**src/rtl/inert_poll_pkg.sv**
```systemverilog
// +----------------------------------------------------------------------------+
// | inert_pkg : states, register map and command helpers for the IMU poller    |
// | Rev 1.0                                                                    |
// +----------------------------------------------------------------------------+
`default_nettype none

package inert_pkg;

  typedef enum logic [3:0] {
    SETTLE = 4'd0,
    ID_RD  = 4'd1,
    ID_WT  = 4'd2,
    CFG_WR = 4'd3,
    CFG_WT = 4'd4,
    IDLE   = 4'd5,
    RD     = 4'd6,
    RD_WT  = 4'd7,
    PUB    = 4'd8,
    ERR    = 4'd9
  } state_t;

  localparam logic [6:0] WHO_AM_I    = 7'h0F;
  localparam logic [6:0] INT_CFG     = 7'h0D;
  localparam logic [6:0] DATA_BASE   = 7'h22;
  localparam logic [7:0] WHO_VAL     = 8'h6A;
  localparam logic [7:0] INT_CFG_VAL = 8'h02;
  localparam logic [3:0] LAST_IDX    = 4'd11;

  function automatic logic [15:0] rd_cmd(input logic [6:0] addr);
    return {1'b1, addr, 8'h00};
  endfunction

  function automatic logic [15:0] wr_cmd(input logic [6:0] addr, input logic [7:0] data);
    return {1'b0, addr, data};
  endfunction

endpackage

`default_nettype wire

```
**src/rtl/inert_poll_int_sync.sv**
```systemverilog
// +----------------------------------------------------------------------------+
// | int_sync : two-flop synchronizer with rising-edge detect for async pins    |
// | Rev 1.0                                                                    |
// +----------------------------------------------------------------------------+
`default_nettype none

module int_sync (
  input  logic clk,
  input  logic rst_n,
  input  logic async_in,
  output logic rise
);

  logic meta;
  logic sync;
  logic prev;

  always_ff @(posedge clk or negedge rst_n) begin
    if (!rst_n) begin
      meta <= 1'b0;
      sync <= 1'b0;
      prev <= 1'b0;
    end else begin
      meta <= async_in;
      sync <= meta;
      prev <= sync;
    end
  end

  assign rise = sync & ~prev;

endmodule

`default_nettype wire

```
**src/rtl/inert_poll.sv**
```systemverilog
// +----------------------------------------------------------------------------+
// | inert_poll : iNEMO settle/ID/config sequencer and INT-driven 12-byte poller |
// | Rev 1.0                                                                    |
// +----------------------------------------------------------------------------+
`default_nettype none

module inert_poll
  import inert_pkg::*;
#(
  parameter int SETTLE_W = 16
) (
  input  logic               clk,
  input  logic               rst_n,
  input  logic               INT,
  output logic               wrt,
  output logic [15:0]        wt_data,
  input  logic               done,
  input  logic [15:0]        rd_data,
  output logic signed [15:0] ptch,
  output logic signed [15:0] roll,
  output logic signed [15:0] yaw,
  output logic signed [15:0] ax,
  output logic signed [15:0] ay,
  output logic signed [15:0] az,
  output logic               vld,
  output logic               rdy,
  output logic               id_err
);

  state_t              state;
  logic [SETTLE_W-1:0] settle_cnt;
  logic [3:0]          idx;
  logic                pend;
  logic [7:0]          shadow [12];
  logic                int_rise;
  logic                unused_rd_hi;

  assign unused_rd_hi = ^rd_data[15:8];

  int_sync u_int_sync (
    .clk      (clk),
    .rst_n    (rst_n),
    .async_in (INT),
    .rise     (int_rise)
  );

  // Command states are entered with wrt/wt_data already registered, so each
  // command state lasts exactly one cycle before its wait state.
  always_ff @(posedge clk or negedge rst_n) begin
    if (!rst_n) begin
      state      <= SETTLE;
      settle_cnt <= '0;
      idx        <= '0;
      pend       <= 1'b0;
      wrt        <= 1'b0;
      wt_data    <= '0;
      vld        <= 1'b0;
      rdy        <= 1'b0;
      id_err     <= 1'b0;
      ptch       <= '0;
      roll       <= '0;
      yaw        <= '0;
      ax         <= '0;
      ay         <= '0;
      az         <= '0;
      for (int i = 0; i < 12; i++) shadow[i] <= '0;
    end else begin
      wrt <= 1'b0;
      vld <= 1'b0;
      if (int_rise && rdy && (state != IDLE)) pend <= 1'b1;

      case (state)
        SETTLE: begin
          if (settle_cnt == '1) begin
            state   <= ID_RD;
            wrt     <= 1'b1;
            wt_data <= rd_cmd(WHO_AM_I);
          end else begin
            settle_cnt <= settle_cnt + 1'b1;
          end
        end
        ID_RD: state <= ID_WT;
        ID_WT: begin
          if (done) begin
            if (rd_data[7:0] == WHO_VAL) begin
              state   <= CFG_WR;
              wrt     <= 1'b1;
              wt_data <= wr_cmd(INT_CFG, INT_CFG_VAL);
            end else begin
              id_err <= 1'b1;
              state  <= ERR;
            end
          end
        end
        CFG_WR: state <= CFG_WT;
        CFG_WT: begin
          if (done) begin
            rdy   <= 1'b1;
            state <= IDLE;
          end
        end
        // PUB hands a pending burst straight to RD so it starts right after vld
        IDLE, PUB: begin
          if (int_rise || pend) begin
            pend    <= 1'b0;
            idx     <= '0;
            state   <= RD;
            wrt     <= 1'b1;
            wt_data <= rd_cmd(DATA_BASE);
          end else begin
            state <= IDLE;
          end
        end
        RD: state <= RD_WT;
        RD_WT: begin
          if (done) begin
            shadow[idx] <= rd_data[7:0];
            if (idx == LAST_IDX) begin
              ptch  <= {shadow[1],  shadow[0]};
              roll  <= {shadow[3],  shadow[2]};
              yaw   <= {shadow[5],  shadow[4]};
              ax    <= {shadow[7],  shadow[6]};
              ay    <= {shadow[9],  shadow[8]};
              az    <= {rd_data[7:0], shadow[10]};
              vld   <= 1'b1;
              state <= PUB;
            end else begin
              idx     <= idx + 4'd1;
              state   <= RD;
              wrt     <= 1'b1;
              wt_data <= rd_cmd(DATA_BASE + {3'b000, idx + 4'd1});
            end
          end
        end
        ERR:     state <= ERR;
        default: state <= SETTLE;
      endcase
    end
  end

endmodule

`default_nettype wire

```
**config.mk**
```make
export PLATFORM = sky130hd
export DESIGN_NAME = inert_poll
export DESIGN_NICKNAME = d
export VERILOG_FILES = /design/src/rtl/inert_poll_pkg.sv /design/src/rtl/inert_poll_int_sync.sv /design/src/rtl/inert_poll.sv
export SDC_FILE = /design/constraint.sdc
export NUM_CORES = 1
export LEC_CHECK = 0
export ABC_AREA = 1
export CORE_MARGIN = 3
export CORE_UTILIZATION = 50
export CTS_CLUSTER_SIZE = 28
export DETAILED_ROUTE_END_ITERATION = 8
export GPL_TIMING_DRIVEN = 0
export PLACE_DENSITY = 0.78
export SYNTH_ARGS = -nofsm -noshare
export SYNTH_HDL_FRONTEND = slang
export SYNTH_HIERARCHICAL = 1
export SYNTH_SLANG_ARGS = --single-unit
```
**constraint.sdc**
```tcl
create_clock -name clk -period 3.1 [get_ports clk]
set_input_delay 0.775 -clock clk [delete_from_list [all_inputs] [get_ports clk]]
set_output_delay 0.775 -clock clk [all_outputs]
set_load 0.02 [all_outputs]
```
==> flow_summary.ini, run 1 <==
[critical_path]
worst-path-buf-inv = 1
slowest_delay_ns = 0.68
worstSetupPathType = reg2out
slowest_stage = clkdlybuf4s50_1
arrival_ns = 1.58
cp_max_fo = 2
worstPathRequired_ns = 2.32
worstPathCellList = clkdlybuf4s50_1
crit_family = buffers and inverters
critPathLaunchType = flip-flop
end_kind = output port

[drt]
dr.pass1.iters = 5
via_per_inst = 5.10
drtIter0Drc = 493
ant_nets = 0
drt-total-wl_mm = 21.7
vias = 7033
wire_per_inst_um = 15.8
drcViolationCount = 0

[pwr]
swShare_pct = 20.8
power.density_nw_per_um2 = 538
ir_drop_uv = 536
p_int_uw = 4940
power_frac_clock_pct = 50.9
cellLeakagePower_uw = 0.00570
power_frac_seq_pct = 46.9
switchingPower_uw = 1300
power_frac_comb_pct = 2.2

[final_layout]
final_net_count = 1161
drive_gt1_share_pct = 9.89
multi_input_area_um2 = 3140
regArea_um2 = 5610
antenna_cells = 0
area.growth.synth_to_final_pct = 26.3
num-fill-cells = 1402

[synthesis]
synth_mux_area_share_pct = 0
synth.distinct_cells = 38
yosys.area_share.adder_pct = 0.818
syn_inst = 982
synth.cell_area_um2 = 9180
synth_compound_area_share_pct = 6.83
synth_seq_area_share_pct = 61.1
synth_xor_area_share_pct = 1.15
yosys_warnings = 6
netlist_top_cells_area = dfrtp_1, nand2_1, o21ai_1
synth.top_cell.area_share_pct = 61.1
synth_seq_cells = 224
synth-simple-area-share_pct = 25.1
synth_top_family_by_area = simple AND/OR/NAND/NOR gates
avgSynthCellArea_um2 = 9.35
yosysTopAreaCell = dfrtp_1

[sta]
drv_slew = 0
hold_viol = 0
period_share_pct = 75.8
timing.slew.headroom_pct = 41.2
fin_ws_ns = 0.750
fmax_mhz = 425
fin_skew_ns = 0.0181
setup_violations = 0
rsz0062_at_grt = false
setup_tns_ns = 0
worstMarginPinSlew_ns = 0.881
layout_min_cycle_time_ns = 2.35

[outcome]
status = finished clean

[clock_tree]
cts_hold_buf = 0
cts_setup_buffers = 0
htree_num_levels = 1
cts_buffer_depth = 3
cts-root-buf = clkbuf_16
clk_latency_ns = 0.52
cts.sinks = 224
cts_tree = built
cts_resized = 0
cts.clk_slew.worst_paths_ns = 0.06
numCtsBuffers = 24

[global_routing]
grt_max_degree = 115
grt_pass1_vias = 6916
track_usage_pct = 21.9
antenna_found_initial = 0
grt_pass1_wl_mm = 35.8
grt_overflow = 0

[hold_path]
hold_path_class = in2async

[die]
die_h_um = 141
initial_core_util_pct = 52.0
ioPinCount = 136
die_w_um = 141
core-area_um2 = 17700
dieArea_um2 = 20000
rows = 48

[placed_design]
gp_congestion = 0.821
io_buffers = 119
place.detailed.hpwl_mm = 14.2
post-place-ws_ns = 0.502

[flow_run]
max_cap_violations = 0
==> worst register-to-register path, delay by kind of cell, from the launching register on <==
| family | cells | cell delay [ns] |
|---|---|---|
| AND/OR/NAND/NOR | 5 | 0.65 |
| buffers and inverters | 2 | 0.48 |
| flip-flops | 1 | 0.47 |
| adder cells (fa/ha/maj) | 1 | 0.38 |
==> flip-flops by register name, indices dropped and copies added, names as in the netlist <==
name and count:
shadow 88, ax 16, ay 16, az 16, ptch 16, roll 16
settle_cnt 16, yaw 16, wt_data 8, idx 4, state 4, id_err 1
pend 1, rdy 1, u_int_sync/meta 1, u_int_sync/prev 1, u_int_sync/sync 1, vld 1
wrt 1
==> per-layer routing <==
metal	GRT usage [%]	part of all wire [%]
met1	30.8	45
met2	36.1	48
met3	3.54	5.1
met4	5.56	2.2
met5	0	0
==> cell usage after synthesis <==
library cell / number
o21ai_2: 8
dfrtp_1: 224
a21o_1: 1
buf_8: 1
a21oi_1: 2
nor2_8: 1
nor2_2: 2
inv_1: 33
nand2_4: 1
nand3_4: 2
o21a_1: 1
nand4_4: 6
o21ai_0: 34
nand2_2: 3
nor2_1: 30
nor3b_1: 1
nor2_4: 2
ha_1: 6
nand4_2: 2
inv_2: 2
xor2_1: 9
nand2_1: 451
xnor2_1: 3
buf_2: 19
a31o_2: 1
nand3b_1: 2
nor3_1: 4
nand3_2: 3
conb_1: 1
o211ai_1: 3
buf_6: 9
nand3_1: 14
inv_4: 1
buf_4: 8
o21ai_1: 66
clkbuf_1: 14
nor3_2: 1
nand4_1: 11
==> kinds of logic after synthesis <==
kind of cell,Yosys count
adders and majority gates,6
and+or+nand+nor,536
DFF,224
other,1
buffers and inverters,87
AOI/OAI and AO/OA,116
xor gates and xnor gates,12
==> power groups by stage <==
| stage | clock (µW) | sequential, µW | combinational (µW) |
|---|---|---|---|
| 2_1_floorplan | 0 | 2980 | 37.9 |
| 3_3_place_gp | 0 | 2980 | 134 |
| 3_5_place_dp | 0 | 2980 | 139 |
| 4_1_cts | 3210 | 2930 | 139 |
| 5_1_grt | 3340 | 2930 | 152 |
| 6_report | 3170 | 2930 | 135 |
==> layout by cell type, fill, tap and decap left out, types with 4 or more instances in the layout <==
master	Yosys	layout
buf_4	8	8
xor2_1	9	9
inv_1	33	33
o21ai_1	66	66
buf_2	19	19
nand4_4	6	6
nand3_1	14	14
clkdlybuf4s50_1	0	118
nand2_1	451	451
ha_1	6	6
conb_1	1	8
dfrtp_1	224	224
bufinv_16	0	6
clkbuf_16	0	24
nor3_1	4	4
o21ai_2	8	8
o21ai_0	34	34
clkbuf_1	14	18
clkinv_2	0	5
nor2_1	30	30
buf_6	9	9
nand4_1	11	11
==> path summary, 6_finish.rpt <==
| check | startpoint | endpoint | slack [ns] | cells past startpoint |
|---|---|---|---|---|
| max | ax[15] | ax[15] | 0.75 | 1 |
| min | rst_n | ax[6] | 0.29 | 1 |
| max reg2reg | idx[0] | ay[6] | 1.06 | 8 |
| min reg2reg | u_int_sync/meta | u_int_sync/sync | 0.35 | 0 |
| max in group asynchronous | rst_n | ay[14] | 1.76 | 2 |
| min in group clk | u_int_sync/meta | u_int_sync/sync | 0.35 | 0 |
==> through the flow <==
| stage | cell area, µm² | hold WS, ns | cells | power (µW) | utilization, % |
|---|---|---|---|---|---|
| after floorplan | 9200 | 0.331 | 989 | 3020 | - |
| after global placement | 10700 | 0.340 | 1333 | 3120 | 60.5 |
| after detailed placement | 10700 | 0.341 | 1334 | 3120 | 60.7 |
| after CTS | 11600 | 0.327 | 1378 | 6280 | 65.7 |
| after global routing | 11600 | 0.361 | 1378 | 6420 | 65.7 |
| final | 11600 | 0.285 | 1378 | 6240 | 65.7 |
==> cell type report <==
cell class	count	area share, %
inverter	36	1.19
buffer	51	2.80
clock buffer	30	5.55
timing repair buffer	120	10.6
sequential	224	48.4
clock inverter	14	2.07
multi-input combinational	678	27.1
tap	225	2.43
No activity file was read; power rests on OpenSTA's default activity.
==> run 2: changes to the inputs <==
--- a/config.mk
+++ b/config.mk
@@ -7,11 +7,11 @@
 export LEC_CHECK = 0
 export ABC_AREA = 1
 export CORE_MARGIN = 3
-export CORE_UTILIZATION = 50
+export CORE_UTILIZATION = 49
 export CTS_CLUSTER_SIZE = 28
 export DETAILED_ROUTE_END_ITERATION = 8
 export GPL_TIMING_DRIVEN = 0
-export PLACE_DENSITY = 0.78
+export PLACE_DENSITY = 0.79
 export SYNTH_ARGS = -nofsm -noshare
 export SYNTH_HDL_FRONTEND = slang
 export SYNTH_HIERARCHICAL = 1
==> constraint.sdc (replaced) <==
create_clock -name clk -period 2.15 [get_ports clk]
set_input_delay 0.5375 -clock clk [delete_from_list [all_inputs] [get_ports clk]]
set_output_delay 0.5375 -clock clk [all_outputs]
set_load 0.02 [all_outputs]
==> run 2 against run 1 <==
Setup slack got worse by 0.71 ns. Critical endpoint is now ax[10]. Critical path depth did not move. Cell area fell by 0.43%. First-iteration DRC count increased by 1.0%. Critical path type unchanged. Die area is 2.0% higher. Non-clock buffer count up 2. Register-to-register slack lost 0.90 ns.
==> flow_summary.ini, run 2 (synthesis gave the netlist of run 1 again) <==
[pwr]
ir_drop_uv = 562
power.density_nw_per_um2 = 743
total_power_uw = 8580
cellLeakagePower_uw = 0.00567

[sta]
fin_skew_ns = 0.0242
worstMarginPinSlew_ns = 0.874
setup_violations = 0
hold_viol = 0
fin_ws_ns = 0.0425
period_share_pct = 98.0
timing.slew.headroom_pct = 41.7
fmax_mhz = 474
drv_slew = 0
setup_tns_ns = 0
rsz0062_at_grt = false
layout_min_cycle_time_ns = 2.11

[die]
die_h_um = 143
die_w_um = 143
ioPinCount = 136
rows = 49
dieArea_um2 = 20400
initial_core_util_pct = 50.4
core-area_um2 = 18200

[drt]
drt-total-wl_mm = 22.1
drcViolationCount = 0
via_per_inst = 5.25
m1WireLength_mm = 9.38
wl_met3_mm = 1.39
vias = 7246
drtIter0Drc = 498
dr.pass1.iters = 5
wl_met2_mm = 10.7
wire_per_inst_um = 16.0
ant_nets = 0
highest_layer = met4

[clock_tree]
cts_buffer_depth = 3
clk_latency_ns = 0.52
cts-root-buf = clkbuf_16
cts.sinks = 224
cts.clk_slew.worst_paths_ns = 0.06
cts_resized = 0
numCtsBuffers = 23
cts_tree = built
htree_num_levels = 1

[hold_path]
hold_path_class = reg2reg
holdPathEnd = u_int_sync/sync
hold_start = u_int_sync/meta
holdPathStages = 0

[critical_path]
timing.rr.end = ax[10]
reg2regPathDepth = 8
slowest_delay_ns = 0.63
cp_num_cells = 1
reg2reg_slack_ns = 0.16
timing.rr.start = idx[0]
cp_max_fo = 2
worstPathCellList = clkdlybuf4s50_1
critPathLaunchType = flip-flop
worstPathRequired_ns = 1.61
worst-path-buf-inv = 1
crit_family = buffers and inverters
end_kind = output port
worstSetupPathType = reg2out
arrival_ns = 1.57
slowest_stage = clkdlybuf4s50_1

[global_routing]
track_usage_pct = 21.6
grt_max_degree = 93
grt_pass1_wl_mm = 35.4
antenna_found_initial = 0
grt_overflow = 0
grt_pass1_vias = 6872

[final_layout]
num-fill-cells = 1425
mostFrequentLayoutCell = nand2_1
largest_reg_flops = 88
area.growth.synth_to_final_pct = 25.8
drive_gt1_share_pct = 9.57
layout_common_cells = nand2_1, dfrtp_1, clkdlybuf4s50_1
final_net_count = 1162
antenna_cells = 0
largest_register = shadow

[flow_run]
max_cap_violations = 0

[placed_design]
post-place-ws_ns = -0.197
io_buffers = 119
place.detailed.hpwl_mm = 14.9
gp_congestion = 0.852

[outcome]
status = finished clean
run 2: cell type report:
class | count | area [µm²] | area share, %
flip-flops and latches | 224 | 5610 | 48.6
multi-input cells | 678 | 3140 | 27.2
repair buffers | 122 | 1260 | 10.9
clock buffers | 32 | 659 | 5.71
plain buffers | 51 | 324 | 2.81
well taps | 229 | 287 | 2.48
inverters | 36 | 138 | 1.19
clock inverters | 7 | 131 | 1.14
run 2: timing repair:
action / 4_1_cts / 5_1_grt
hold buffers: 1 / 0
buffers inserted: 0 / 0
hold endpoints to repair: 46 / 0
run 2: worst max path at each step:
stage	startpoint	endpoint	slack, ns
after floorplan	idx[2]	ax[0]	0.59
after global placement	rst_n	shadow[77]	-8.71
after detailed placement	done	shadow[70]	-0.20
after CTS	ay[1]	ay[1]	0.05
after global routing	az[6]	az[6]	0.02
final	ax[10]	ax[10]	0.04
run 2: layer usage:
metal / vias to the layer above / global-route usage (%)
li1: 3404 / -
met1: 3540 / 29.4
met2: 254 / 35.4
met3: 48 / 4.02
met4: 0 / 6.85
met5: - / 0
run 2: stage by stage:
step	util, %	cell area, µm²	instances	hold slack, ns
3_3_place_gp	58.7	10700	1337	0.336
5_1_grt	63.4	11500	1379	0.351
4_1_cts	63.4	11500	1379	0.350
6_report	63.4	11500	1379	0.350
3_5_place_dp	59.0	10700	1339	0.338
2_1_floorplan	-	9200	989	0.242
run 2: where the power goes:
group | switching (µW) | total (µW) | internal [µW]
combinational | 159 | 206 | 47.8
clock | 1640 | 4150 | 2510
sequential | 1.45 | 4220 | 4220
total | 1800 | 8580 | 6780
